==> src/rtl/disp_arbiter_if.sv <==
// Requester/display bundle for disp_arbiter.
// slave: arbiter side; master: requesters and display consumer.
interface disp_arbiter_if;
    logic        req0_valid;
    logic [15:0] req0_data;
    logic        req0_ready;
    logic        req1_valid;
    logic [15:0] req1_data;
    logic        req1_ready;
    logic [15:0] disp_value;
    logic [1:0]  disp_owner;
    logic        busy;

    modport slave (
        input  req0_valid, req0_data, req1_valid, req1_data,
        output req0_ready, req1_ready, disp_value, disp_owner, busy
    );

    modport master (
        output req0_valid, req0_data, req1_valid, req1_data,
        input  req0_ready, req1_ready, disp_value, disp_owner, busy
    );
endinterface

==> src/rtl/disp_arbiter.sv <==
// Two-requester round-robin arbiter for a 16-bit seven-segment display with a minimum hold time.
// Define DISP_ARB_PREEMPT_EN to let requester 0 preempt a requester-1 hold.
module disp_arbiter #(
    parameter int unsigned HOLD_CYCLES = 1000
) (
    input  logic           clk,
    input  logic           rst,
    disp_arbiter_if.slave  bus_io
);

    localparam logic [0:0]  StIdle   = 1'b0;
    localparam logic [0:0]  StHold   = 1'b1;
    localparam logic [31:0] HoldLoad = 32'(HOLD_CYCLES - 1);

    logic [0:0]  state_q, state_d;
    logic [31:0] hold_cnt_q, hold_cnt_d;
    logic        last_grant_q, last_grant_d;
    logic [15:0] disp_value_q, disp_value_d;
    logic [1:0]  disp_owner_q, disp_owner_d;
    logic        busy_q, busy_d;
    logic        grant0, grant1;

    // last_grant_q high means requester 1 won last, so requester 0 wins the next tie.
    always_comb begin
        grant0 = 1'b0;
        grant1 = 1'b0;
        if (!rst) begin
            if (state_q == StIdle) begin
                if (bus_io.req0_valid && bus_io.req1_valid) begin
                    grant0 = last_grant_q;
                    grant1 = ~last_grant_q;
                end else begin
                    grant0 = bus_io.req0_valid;
                    grant1 = bus_io.req1_valid;
                end
            end
`ifdef DISP_ARB_PREEMPT_EN
            else if (disp_owner_q == 2'b10) begin
                grant0 = bus_io.req0_valid;
            end
`endif
        end
    end

    always_comb begin
        state_d      = state_q;
        hold_cnt_d   = hold_cnt_q;
        last_grant_d = last_grant_q;
        disp_value_d = disp_value_q;
        disp_owner_d = disp_owner_q;
        busy_d       = busy_q;
        if (grant0 || grant1) begin
            disp_value_d = grant0 ? bus_io.req0_data : bus_io.req1_data;
            disp_owner_d = grant0 ? 2'b01 : 2'b10;
            busy_d       = 1'b1;
            last_grant_d = grant1;
            hold_cnt_d   = HoldLoad;
            state_d      = StHold;
        end else if (state_q == StHold) begin
            if (hold_cnt_q == 32'd0) begin
                state_d      = StIdle;
                busy_d       = 1'b0;
                disp_owner_d = 2'b00;
            end else begin
                hold_cnt_d = hold_cnt_q - 32'd1;
            end
        end
    end

    always_ff @(posedge clk) begin
        if (rst) begin
            state_q      <= StIdle;
            hold_cnt_q   <= 32'd0;
            last_grant_q <= 1'b1;
            disp_value_q <= 16'h0000;
            disp_owner_q <= 2'b00;
            busy_q       <= 1'b0;
        end else begin
            state_q      <= state_d;
            hold_cnt_q   <= hold_cnt_d;
            last_grant_q <= last_grant_d;
            disp_value_q <= disp_value_d;
            disp_owner_q <= disp_owner_d;
            busy_q       <= busy_d;
        end
    end

    assign bus_io.req0_ready = grant0;
    assign bus_io.req1_ready = grant1;
    assign bus_io.disp_value = disp_value_q;
    assign bus_io.disp_owner = disp_owner_q;
    assign bus_io.busy       = busy_q;

endmodule

==> src/flat_wrapper.sv <==
// flat-port wrapper written by rule: the top's interface ports become plain ports
module disp_arbiter_flat 
#(
    parameter int unsigned HOLD_CYCLES = 1000
)
  (clk, rst, bus_io_req0_valid, bus_io_req0_data, bus_io_req1_valid, bus_io_req1_data, bus_io_req0_ready, bus_io_req1_ready, bus_io_disp_value, bus_io_disp_owner, bus_io_busy);
  disp_arbiter_if bus_io_i ();
  input  logic clk;
  input  logic rst;
  input wire logic [$bits(bus_io_i.req0_valid)-1:0] bus_io_req0_valid;
  input wire logic [$bits(bus_io_i.req0_data)-1:0] bus_io_req0_data;
  input wire logic [$bits(bus_io_i.req1_valid)-1:0] bus_io_req1_valid;
  input wire logic [$bits(bus_io_i.req1_data)-1:0] bus_io_req1_data;
  output wire logic [$bits(bus_io_i.req0_ready)-1:0] bus_io_req0_ready;
  output wire logic [$bits(bus_io_i.req1_ready)-1:0] bus_io_req1_ready;
  output wire logic [$bits(bus_io_i.disp_value)-1:0] bus_io_disp_value;
  output wire logic [$bits(bus_io_i.disp_owner)-1:0] bus_io_disp_owner;
  output wire logic [$bits(bus_io_i.busy)-1:0] bus_io_busy;
  assign bus_io_i.req0_valid = bus_io_req0_valid;
  assign bus_io_i.req0_data = bus_io_req0_data;
  assign bus_io_i.req1_valid = bus_io_req1_valid;
  assign bus_io_i.req1_data = bus_io_req1_data;
  assign bus_io_req0_ready = bus_io_i.req0_ready;
  assign bus_io_req1_ready = bus_io_i.req1_ready;
  assign bus_io_disp_value = bus_io_i.disp_value;
  assign bus_io_disp_owner = bus_io_i.disp_owner;
  assign bus_io_busy = bus_io_i.busy;
  disp_arbiter #(.HOLD_CYCLES(HOLD_CYCLES)) u_core (.clk(clk), .rst(rst), .bus_io(bus_io_i));
endmodule
==> config.mk <==
export PLATFORM = sky130hd
export DESIGN_NAME = disp_arbiter_flat
export DESIGN_NICKNAME = d
export VERILOG_FILES = /design/src/rtl/disp_arbiter_if.sv /design/src/rtl/disp_arbiter.sv /design/src/flat_wrapper.sv
export SDC_FILE = /design/constraint.sdc
export NUM_CORES = 1
export LEC_CHECK = 0
export BUFFER_PORTS_ARGS = -buffer_cell sky130_fd_sc_hd__buf_2
export CAP_MARGIN = 20
export CORE_ASPECT_RATIO = 0.6
export CORE_UTILIZATION = 54
export CTS_CLUSTER_DIAMETER = 100
export DETAILED_ROUTE_END_ITERATION = 10
export PLACE_DENSITY = 0.81
export SETUP_SLACK_MARGIN = 0.5
export SKIP_LAST_GASP = 1
export SYNTH_ARGS = -nofsm -noshare
export SYNTH_HDL_FRONTEND = slang
export SYNTH_SLANG_ARGS = --single-unit
==> constraint.sdc <==
create_clock -name clk -period 3.5 [get_ports clk]
set_clock_uncertainty 0.15 [all_clocks]
set_input_delay 0.35 -clock clk [delete_from_list [all_inputs] [get_ports clk]]
set_output_delay 0.35 -clock clk [all_outputs]
set_load 0.01 [all_outputs]
==> impl_metrics.tcl <==
set metrics [dict create \
    ys_async_sr_fraction_pct 0 \
    clkPwrFrac_pct 27.1 \
    fp.dieH_um 55.2 \
    synth-seq-cells 53 \
    drt_iter0_drc 218 \
    hpwl_um 4500 \
    power.leakage_nw 1.19 \
    rsz0062_at_grt "no" \
    p_comb_share_pct 22.4 \
    grt_use_total_pct 25.4 \
    reg2reg_depth 7 \
    grt_overflow_total 0 \
    clkLatencyLatePin_ns 0.31 \
    finalWirelength_um 6260 \
    p_int_mw 0.924 \
    clockRootBuffer "clkbuf_8" \
    cts_buffers 5 \
    hold_class "in2reg" \
    ys_warn_count 0 \
    viasPerCell 6.09 \
    antenna_cells 0 \
    place.gp.congestion 0.863 \
    grt_pass1_wl_um 10300 \
    grt_antenna_before_repair 0 \
    tightest_slew_ns 0.801 \
    vias 2571 \
    start_util_pct 59.0 \
    ant_nets 0 \
    clockBufferDepth 2 \
    area_growth_pct 16.3 \
    yosys.area.top_type "dfxtp_1" \
    pwr-share-seq_pct 50.5 \
    hold_depth 3 \
    drive_above_1_share_pct 21.5 \
    synthCells 310 \
    finalHoldViolations 0 \
    tns_ns 0 \
    finalCriticalPeriod_ns 2.83 \
    power.switching_mw 0.426 \
    synth_area_per_cell_um2 8.23 \
    clk_pin_slew_ns 0.10 \
    yosysMostFrequentCell "dfxtp_1" \
    dieWidth_um 90.7 \
    core-area_um2 4320 \
    cp-startpoint "u_core.hold_cnt_q[0]" \
    io_buffers 56 \
    die-area_um2 5010 \
    crit_required_ns 3.59 \
    setup_viol 0 \
    dp.cells 414 \
    power.density_nw_per_um2 455 \
    hold_ws_ns 0.142 \
    irDropWorstVdd_mv 0.252 \
    finalPower_mw 1.35 \
    clock-sinks 53 \
    cts-hold-fix-buffers 0 \
    final_max_slew_viol_count 0 \
    synth_ff_type "dfxtp_1" \
    grt_max_degree 37 \
    num_rows 18 \
    fin_cells 422 \
    wl_per_cell_um 14.8 \
    post_cts_buffers 0 \
    min_from "bus_io_req0_data[0]" \
    drv_cap 0 \
    htree_levels 2 \
    fin_util_pct 68.6 \
    nNetsFinal 398 \
    syn_area_um2 2550 \
    max_freq_ghz 0.353 \
    crit_fanout 7 \
    ys_seq_area_share_pct 41.6 \
    cp-start-kind "flop" \
    cp-end-kind "flop" \
    syn_nets 347 \
    r2r_start "u_core.hold_cnt_q[0]" \
    cts_tree "yes" \
    firstDrtPassIters 5 \
    synth_edf_count 0 \
    yosysUniqueCellTypes 46 \
    ys_top_cells_by_count "53 x dfxtp_1, 47 x nand2_1, 34 x nor2_1" \
    yosys-top-cells-area "dfxtp_1 42%, nand2_1 6.9%, a311oi_1 5.5%" \
    status "completed" \
    slew-limit-headroom_pct 46.5 \
    ios 57 \
    synth_top_area_share_pct 41.6 \
    finalCritPeriodShare_pct 80.9 \
    path_class "reg2reg" \
    switching_share_pct 31.6 \
    cts_resized 0 \
    critPathArrivalTime_ns 2.92 \
    remaining_drc_errors 0 \
    grt_pass1_vias 2261 \
]
==> area by class of cell <==
class                           count  area (um^2)
Clock buffer                        6         82.6
Sequential cell                    53         1060
Tap cell                           60         75.1
Fill cell                         349         1360
Multi-Input combinational cell    233         1390
Timing Repair Buffer               62          325
Inverter                            6         22.5
Clock inverter                      2         13.8
==> sequential cells by signal (all words and copies together) (netlist names) <==
register,flops
u_core.bus_io.disp_owner,2
u_core.bus_io.disp_value,16
u_core.hold_cnt_q,32
u_core.last_grant_q,1
u_core.bus_io.busy,1
u_core.state_q,1
==> worst max-delay path, cell delays in order (launching register included) <==
cell and delay (ns):
dfxtp_1 0.36, inv_1 0.07, ha_1 0.19, or4b_1 0.56, nor4_1 0.44, nand4b_1 0.30, or4b_1 0.56, a21oi_1 0.14
==> cells by family after synthesis <==
kind of cell / Yosys count / share of synthesized area [%]
AO/OA/AOI/OAI: 82 / 22.1
XOR/XNOR: 7 / 2.40
adder cells (fa/ha/maj): 1 / 0.491
buffers and inverters: 24 / 4.07
flip-flops: 53 / 41.6
AND/OR/NAND/NOR: 143 / 29.3
==> power groups by stage <==
stage,combinational [mW],sequential (mW),clock (mW)
global placement,0.290,0.693,0
detailed placement,0.297,0.694,0
global route,0.336,0.688,0.394
CTS,0.299,0.681,0.369
floorplan,0.202,0.694,0
finish,0.302,0.682,0.366
==> metrics by stage <==
| stage | setup slack [ns] | area, um^2 |
|---|---|---|
| final | 0.668 | 2970 |
| after detailed placement | 0.729 | 2870 |
| after floorplan | 0.871 | 2550 |
| after CTS | 0.698 | 2970 |
| after global routing | 0.531 | 2970 |
| after global placement | 0.785 | 2870 |
==> placed cells by master, fill, tap and decap left out, types with 2 or more instances in the layout <==
cell      count
a211oi_1      3
a21oi_1      24
a311oi_1     16
a31oi_1       7
buf_2        56
buf_4         6
clkbuf_8      6
dfxtp_1      53
inv_1         5
nand2_1      47
nand3_1       5
nand4_1       2
nand4b_1      4
nor2_1       34
nor3_1       10
nor4_1        5
nor4b_2       2
o211ai_1      2
o21a_1        2
o21ai_0       9
o21ai_1       2
o31ai_1       8
o41ai_1       5
or3_1        10
or4_1        11
or4b_1        3
xnor2_1       4
xor2_1        3
==> routing by layer <==
| metal | vias to the layer above | track usage (%) | share of wire [%] |
|---|---|---|---|
| li1 | 1260 | - | - |
| met3 | 5 | 5.92 | 8.4 |
| met5 | - | 0 | 0 |
| met2 | 111 | 36.9 | 42 |
| met1 | 1195 | 37.9 | 49 |
| met4 | 0 | 5.53 | 0.43 |
==> worst paths after layout <==
path	endpoint	slack [ns]
hold reg to reg	u_core.bus_io.disp_owner[0]	0.34
setup / recovery	u_core.hold_cnt_q[26]	0.67
hold / removal	u_core.bus_io.disp_value[0]	0.14
setup reg to reg	u_core.hold_cnt_q[26]	0.67
Note: power is estimated with default switching activity, not from simulation.
